`src/rtl/collector_pkg.sv`:
```
`default_nettype none
// ============================================================================
// collector_pkg : shared constants for the output collector
// Revision      : 1.0
// ============================================================================
package collector_pkg;

  localparam logic WRV_INDEP = 1'b0;
  localparam logic WRV_SKEW  = 1'b1;

  localparam int COL   = 8;
  localparam int BW    = 16;
  localparam int DEPTH = 16;

endpackage
`default_nettype wire

```
`src/rtl/colbuf_fifo.sv`:
```
`default_nettype none
// ============================================================================
// colbuf_fifo : single-clock per-column FIFO with show-ahead head output
// Revision    : 1.0
// ============================================================================
module colbuf_fifo #(
  parameter int bw    = 16,
  parameter int depth = 16
) (
  input  logic          clk,
  input  logic          reset,
  input  logic          wr,
  input  logic          rd,
  input  logic [bw-1:0] in,
  output logic [bw-1:0] out,
  output logic          o_full,
  output logic          o_empty
);

  localparam int AW = $clog2(depth);

  logic [bw-1:0] mem_q [depth];
  logic [AW-1:0] wptr_q;
  logic [AW-1:0] rptr_q;
  logic [AW:0]   count_q;
  logic          do_wr;
  logic          do_rd;

  assign o_full  = (count_q == (AW+1)'(depth));
  assign o_empty = (count_q == '0);
  // A write to a full column is dropped even if the same edge pops it.
  assign do_wr   = wr & ~o_full;
  assign do_rd   = rd & ~o_empty;
  assign out     = mem_q[rptr_q];

  always_ff @(posedge clk) begin
    if (!reset) begin
      wptr_q  <= '0;
      rptr_q  <= '0;
      count_q <= '0;
    end else begin
      if (do_wr) wptr_q <= wptr_q + AW'(1);
      if (do_rd) rptr_q <= rptr_q + AW'(1);
      case ({do_wr, do_rd})
        2'b10:   count_q <= count_q + (AW+1)'(1);
        2'b01:   count_q <= count_q - (AW+1)'(1);
        default: count_q <= count_q;
      endcase
    end
  end

  always_ff @(posedge clk) begin
    if (reset && do_wr) mem_q[wptr_q] <= in;
  end

endmodule
`default_nettype wire

```
`src/rtl/output_collector.sv`:
```
`default_nettype none
// ============================================================================
// output_collector : per-column FIFOs aligned into rows, optional skewed strobes
// Revision         : 1.0
// ============================================================================
module output_collector
  import collector_pkg::*;
#(
  parameter int col   = COL,
  parameter int bw    = BW,
  parameter int depth = DEPTH
) (
  input  logic              clk,
  input  logic              reset,
  input  logic [col*bw-1:0] in,
  input  logic [col-1:0]    wr,
  input  logic              wr_version,
  input  logic              rd,
  output logic [col*bw-1:0] out,
  output logic              o_valid,
  output logic              o_out_valid,
  output logic              o_full,
  output logic              o_empty
);

  logic [col-2:0]    skew_q;
  logic [col-2:0]    skew_d;
  logic [col-1:0]    we;
  logic [col-1:0]    full;
  logic [col-1:0]    empty;
  logic [col*bw-1:0] head;
  logic [col*bw-1:0] out_q;
  logic              out_valid_q;
  logic              skew_mode;
  logic              pop;

  assign skew_mode = (wr_version == WRV_SKEW);

  // In-flight skew bits keep firing after a switch back to independent mode.
  always_comb begin
    we     = '0;
    skew_d = '0;
    we[0]  = wr[0];
    for (int i = 1; i < col; i++) begin
      we[i] = (wr[i] & ~skew_mode) | skew_q[i-1];
    end
    skew_d[0] = wr[0] & skew_mode;
    for (int i = 1; i < col - 1; i++) begin
      skew_d[i] = skew_q[i-1];
    end
  end

  assign o_valid = &(~empty);
  assign o_full  = |full;
  assign o_empty = &empty;
  assign pop     = rd & o_valid;

  for (genvar i = 0; i < col; i++) begin : g_col
    colbuf_fifo #(
      .bw    (bw),
      .depth (depth)
    ) u_fifo (
      .clk     (clk),
      .reset   (reset),
      .wr      (we[i]),
      .rd      (pop),
      .in      (in[bw*i +: bw]),
      .out     (head[bw*i +: bw]),
      .o_full  (full[i]),
      .o_empty (empty[i])
    );
  end

  always_ff @(posedge clk) begin
    if (!reset) begin
      skew_q      <= '0;
      out_q       <= '0;
      out_valid_q <= 1'b0;
    end else begin
      skew_q      <= skew_d;
      out_valid_q <= pop;
      if (pop) out_q <= head;
    end
  end

  assign out         = out_q;
  assign o_out_valid = out_valid_q;

endmodule
`default_nettype wire

```
`config.mk`:
```
export PLATFORM = sky130hd
export DESIGN_NAME = output_collector
export DESIGN_NICKNAME = d
export VERILOG_FILES = /design/src/rtl/collector_pkg.sv /design/src/rtl/colbuf_fifo.sv /design/src/rtl/output_collector.sv
export SDC_FILE = /design/constraint.sdc
export NUM_CORES = 2
export LEC_CHECK = 0
export ABC_CLOCK_PERIOD_IN_PS = 4500
export BUFFER_PORTS_ARGS = -buffer_cell sky130_fd_sc_hd__buf_2
export CORE_MARGIN = 2
export CORE_UTILIZATION = 25
export DETAILED_ROUTE_END_ITERATION = 12
export GPL_ROUTABILITY_DRIVEN = 1
export HOLD_SLACK_MARGIN = 0.12
export PLACE_DENSITY_LB_ADDON = 0.1
export SLEW_MARGIN = 25
export SYNTH_ARGS = -nofsm -noshare
export SYNTH_HDL_FRONTEND = slang
export SYNTH_SLANG_ARGS = --single-unit
```
`constraint.sdc`:
```
create_clock -name clk -period 4.5 [get_ports clk]
set_clock_uncertainty 0.05 [all_clocks]
set_input_delay 0.9 -clock clk [delete_from_list [all_inputs] [get_ports clk]]
set_output_delay 0.9 -clock clk [all_outputs]
set_load 0.05 [all_outputs]
```
## Word level (Yosys, flattened, before mapping)

Memories as Yosys holds them, arrays and structs flattened. A register that Yosys moved wholly into a read port is not among the register bits.
Index checks and enable logic that the tools add are counted.

| word-level totals | value |
|---|---|
| register bits | 112 |
| bits in writable memories | 2048 |
| output and inout bits | 132 |
| word-level logic and storage cells | 199 |
| memories | 8 |

Memory list:

| name | depth | width | read ports | clocked after Yosys merged registers in | write ports | RTL line | RTL |
|---|---|---|---|---|---|---|---|
| g_col[0].u_fifo.mem_q | 16 | 16 | 1 | 1 | 1 | colbuf_fifo.sv:22 | `logic [bw-1:0] mem_q [depth];` |
| g_col[1].u_fifo.mem_q | 16 | 16 | 1 | 1 | 1 | colbuf_fifo.sv:22 |  |
| g_col[2].u_fifo.mem_q | 16 | 16 | 1 | 1 | 1 | colbuf_fifo.sv:22 |  |
| g_col[3].u_fifo.mem_q | 16 | 16 | 1 | 1 | 1 | colbuf_fifo.sv:22 |  |
| g_col[4].u_fifo.mem_q | 16 | 16 | 1 | 1 | 1 | colbuf_fifo.sv:22 |  |
| g_col[5].u_fifo.mem_q | 16 | 16 | 1 | 1 | 1 | colbuf_fifo.sv:22 |  |
| 2 more memories | - | - | - | - | - | - |  |

| cells by class | value |
|---|---|
| add/sub/neg operators | 32 |
| eq/ne operators | 24 |
| mux-type cells | 24 |
| bitwise operators | 50 |
| reductions and logical operators | 35 |

Operator list:

| kind | count |
|---|---|
| $pmux W5 S2 | 8 |
| $add A4 B1 Y4 const B | 16 |
| $add A5 B1 Y5 const B | 8 |
| $eq A5 B5 Y1 const B | 8 |
| $logic_not A5 Y1 | 8 |
| $sub A5 B1 Y5 const B | 8 |
| $and A1 B1 Y1 | 25 |
| $not A1 Y1 | 17 |
| $eq A2 B1 Y1 const B | 8 |
| $eq A2 B2 Y1 const B | 8 |
| $mux W1 | 16 |
| $reduce_and A8 Y1 | 2 |
| $reduce_bool A2 Y1 | 8 |
| $logic_and A1 B1 Y1 | 8 |
| $logic_not A1 Y1 | 8 |
| $not A8 Y8 | 1 |
| $reduce_or A8 Y1 | 1 |
| $or A1 B1 Y1 | 7 |

## Longest topological paths before layout

| logic depth | value |
|---|---|
| depth in word-level cells | 7 |
| gate-level depth with buffers | 17 |

## Cells and area by module

Synthesis repeated with hierarchy kept, for this count alone.

| second synthesis, totals | value |
|---|---|
| cells, all modules | 4657 |
| area total of the unflattened synthesis | 89637.2 um^2 |

Modules (own cells, without submodules):

| module | instances | cells an instance | area an instance (um^2) |
|---|---|---|---|
| colbuf_fifo at g_col[0].u_fifo ... | 7 | 509 | 10533.9 |
| colbuf_fifo at g_col[7].u_fifo | 1 | 504 | 10520.1 |
| output_collector | 1 | 590 | 5380.2 |

## Worst setup path before layout

OpenSTA, ideal clock, no wires.

| path | value |
|---|---|
| kind | input to register |
| from | in rd |
| to | reg g_col[0].u_fifo.count_q[4] |
| data arrival time | 3.643 ns |
| data required time | 4.379 ns |
| slack | 0.736 ns |
| stages on the path | 14 |
| buffers on the path | 4 |
| path through | clkbuf_1 -> clkinv_1 -> clkbuf_1 -> clkbuf_1 -> clkbuf_1 -> nor2_1 -> ha_1 -> inv_1 -> fa_1 -> nor2b_1 -> o21ai_0 -> and3_1 -> or4_1 -> a21oi_1 |

| on the way | value |
|---|---|
| cells in the longest elaborated chain, start to end | 4 |
| elaborated cells between the ends (all ways) | 6 |

RTL lines:

| element | RTL line | RTL |
|---|---|---|
| from (decl) | output_collector.sv:18 | `input logic rd,` |
| $and A1 B1 Y1 (*) | output_collector.sv:56 | `assign pop = rd & o_valid;` |
| $and A1 B1 Y1 (*) | colbuf_fifo.sv:33 | `assign do_rd = rd & ~o_empty;` |
| net g_col[0].u_fifo.do_rd | colbuf_fifo.sv:27 | `logic do_rd;` |
| $eq A2 B1 Y1 or $eq A2 B2 Y1 (tied branches) | colbuf_fifo.sv:44 | `case ({do_wr, do_rd})` |
| $pmux W5 S2 or $reduce_bool A2 Y1 (tied branches) | - |  |
| to (signal assigned) | colbuf_fifo.sv:45 | `2'b10: count_q <= count_q + (AW+1)'(1);` |
| to (signal assigned) | colbuf_fifo.sv:46 | `2'b01: count_q <= count_q - (AW+1)'(1);` |
| to (signal assigned) | colbuf_fifo.sv:47 | `default: count_q <= count_q;` |
| to (decl) | colbuf_fifo.sv:25 | `logic [AW:0] count_q;` |

Mark *: on every way through the listed nets, which the timed path passes. The rest lies on a longest branch.
A chain may end at the register's enable or synchronous reset.

## Worst setup path in the final report

| path | value |
|---|---|
| from | reg g_col[2].u_fifo.count_q[1] |
| to | out o_valid |

| on the way | value |
|---|---|
| cells in the longest elaborated chain, start to end | 3 |

RTL lines:

| element | RTL line | RTL |
|---|---|---|
| from (decl) | colbuf_fifo.sv:25 |  |
| from (signal assigned) | colbuf_fifo.sv:45 |  |
| from (signal assigned) | colbuf_fifo.sv:46 |  |
| from (signal assigned) | colbuf_fifo.sv:47 |  |
| $logic_not A5 Y1 | colbuf_fifo.sv:30 | `assign o_empty = (count_q == '0);` |
| $not A8 Y8 | output_collector.sv:53 | `assign o_valid = &(~empty);` |
| $reduce_and A8 Y1 | output_collector.sv:53 |  |
| to (decl) | output_collector.sv:20 | `output logic o_valid,` |

No other way between the ends.

==> results.toml <==
[job]
drv_cap = 0

[timing]
finalSetupViolCount = 0
drv_slew = 0
fmax_mhz = 240
relSlewSlack_pct = 30.6
tightest_slew_ns = 1.04
setup_tns_ns = 0
finalCritPeriodShare_pct = 92.4
min_period_ns = 4.16
finalHoldViolCount = 0
rsz0062_at_grt = "no"

[final_layout]
drive_above_1_share_pct = 29.0
fillers = 34400
fin_nets = 5384
regArea_sq_um = 66400
multi_input_area_sq_um = 21200
syn2layout_area_growth_pct = 19.5

[critical_path]
cp_max_fo = 26
critical_path.top_delay_family = "buffers and inverters"
r2r_cells = 13
crit_chain = "nor4_1, buf_4, a22o_1, or4_4, inv_8, buf_2"
startpoint_type = "register"
cp-end-kind = "output port"
crit_arrival_ns = 3.21
path_buf_inv = 3
slowest_delay_ns = 0.70
slowest_stage = "or4_4"
path_depth = 6
criticalPathCategory = "reg -> out"
reg2reg_slack_ns = 0.85
r2r-start = "g_col[2].u_fifo.count_q[1]"
cp.required_ns = 3.55
r2r_end = "g_col[0].u_fifo.count_q[4]"

[clock_network]
ctsResizeCount = 0
cts.clk_slew.worst_paths_ns = 0.06
htreeDepth = 5
postCtsHoldBufs = 0
cts_num_sinks = 2288
cts_tree = "yes"
cts_buffers = 282
post_cts_buffers = 0
insertion_delay_ns = 0.88
clock-root-buffer = "clkbuf_16"
cts_buffer_depth = 4

[synthesis]
netlist_area_sq_um = 88600
yosysUniqueCellTypes = 54
synth_edf_count = 2048
ys.flop_type = "edfxtp_1"
yosys_warnings = 0
synthArstFlopShare_pct = 0
synth_area_per_cell_sq_um = 18.8
ys_seq_elements = 2288
yosys.area.top_type = "edfxtp_1"
synth_area_leaders = "edfxtp_1 69%, mux4_2 13%, dfxtp_1 5.4%, a22oi_1 2.2%, ha_1 1.0%"
synth_top_area_share_pct = 69.4
synth_cells = 4706
yosysSeqAreaShare_pct = 74.8
synth_fp_nets = 4919

[routing]
drt-total-wl_microns = 252000
ant_nets = 0
wl_per_cell_microns = 24.9
drtIter0Drc = 2983
firstDrtPassIters = 5
num_vias = 45500
drc = 0
vias_per_cell = 4.49

[floorplanning]
initial_core_util_pct = 25.1
die_w_microns = 599
coreArea_sq_um = 353000
fp.dieH_microns = 599
die_area_sq_um = 359000
rows = 218
io_pins = 272

[power]
ir_worst_vdd_v = 0.000294
power_uw = 46200
p_leak_uw = 0.0330
powerDensity_nw_per_um2 = 436

[global_routing]
grt_pass1_vias = 47700
grt_pass1_wl_microns = 360000
grt_max_degree = 118
overflow = 0
grt_util_all_layers_pct = 13.8
antenna_found_initial = 31

[min_path]
min-delay-start = "in[25]"
min_delay_path_depth = 1
min_path_type = "in -> reg"
min_to = "g_col[1].u_fifo.mem_q[7][9]"

[outcome]
status = "completed"

[placed_design]
io_buffers = 271
dp_hpwl_microns = 151000
place_congestion = 0.701
-- cell usage in the layout (no fill, tap or decap), types with 71 or more instances in the layout --
cell type	Yosys	final
edfxtp_1	2048	2048
mux4_2	512	512
clkbuf_16	0	288
buf_2	75	269
a22oi_1	262	262
dfxtp_1	240	224
nand2_1	217	217
buf_4	17	199
a21oi_1	176	176
nand3_1	150	150
nor2_2	0	117
o21ai_1	94	94
nor2_1	199	81
ha_1	71	71
-- where the power goes --
part / switching [uW] / internal, uW
registers: 51.5 / 23200
clock network: 9070 / 12900
logic: 709 / 226
-- registers in the layout (all words and copies together) (netlist names) --
signal	count
g_col.u_fifo.wptr_q	32
o_out_valid	1
g_col.u_fifo.rptr_q	32
g_col.u_fifo.mem_q	2048
skew_q	7
out	128
g_col.u_fifo.count_q	40
-- worst max path at each step --
stage	startpoint	endpoint	slack (ns)
after detailed placement	wr_version	g_col[3].u_fifo.count_q[4]	0.43
after global routing	g_col[7].u_fifo.count_q[1]	o_empty	0.07
after global placement	wr_version	g_col[3].u_fifo.count_q[4]	0.51
after floorplan	rd	g_col[0].u_fifo.count_q[4]	0.74
after CTS	g_col[2].u_fifo.count_q[1]	o_valid	0.15
final	g_col[2].u_fifo.count_q[1]	o_valid	0.34
-- synthesized netlist by cell type (all sizes together), types with 41 or more instances --
library cell and n:
dfxtp 240, o21ai 159, nand2 217, ha 71, nor2 199, edfxtp 2048
nand3 150, mux4 512, clkbuf 190, xor2 41, a21oi 176, a22oi 262
buf 118
-- metal layers --
layer | vias up | track usage (%) | wire [microns]
met5 | - | 0 | 189
met4 | 28 | 3.86 | 6710
met3 | 391 | 2.17 | 9700
met2 | 785 | 23.4 | 124000
met1 | 24200 | 18.3 | 111000
li1 | 20100 | - | -
-- final cells by class --
class | instances | share of cell area, %
Inverter | 38 | 0.156
Sequential cell | 2288 | 62.7
Timing Repair Buffer | 489 | 3.08
Clock buffer | 365 | 7.18
Clock inverter | 144 | 1.24
Multi-Input combinational cell | 2072 | 20.1
Tap cell | 4730 | 5.59
Antenna cell | 4 | 0.00945
-- cells by family (layout without fill, tap and decap cells) --
group	count (synthesis)	after routing	share of synthesized area (%)
xor gates and xnor gates	52	52	0.514
buffers and inverters	346	1036	1.69
and+or+nand+nor	749	749	3.96
adders and majority gates	73	73	1.05
DFF	2288	2288	74.8
other	0	4	0
muxes	529	529	13.2
AOI/OAI and AO/OA	669	669	4.75
-- metrics by stage --
stage | instance area (sq um) | std cells | utilization [%] | setup WS, ns | hold slack (ns)
2_1_floorplan | 88600 | 4706 | - | 0.736 | 0.381
3_3_place_gp | 96900 | 9615 | 27.5 | 0.506 | 0.400
3_5_place_dp | 96900 | 9615 | 27.5 | 0.435 | 0.398
4_1_cts | 106000 | 10100 | 30.0 | 0.154 | 0.241
5_1_grt | 106000 | 10100 | 30.0 | 0.0682 | 0.295
6_report | 106000 | 10100 | 30.0 | 0.341 | 0.345
-- worst register-to-register path, cell delays in order, from the launching register on --
cell and delay [ns]:
dfxtp_1 0.46, nor4_1 0.09, buf_4 0.17, a22o_1 0.18
or4_4 0.70, nor2_1 0.18, ha_1 0.24, inv_1 0.10
fa_1 0.38, nor2b_1 0.16, o21ai_0 0.12, and3_1 0.21
or4_1 0.39, a21oi_1 0.14
No activity file was read; power rests on OpenSTA's default activity.
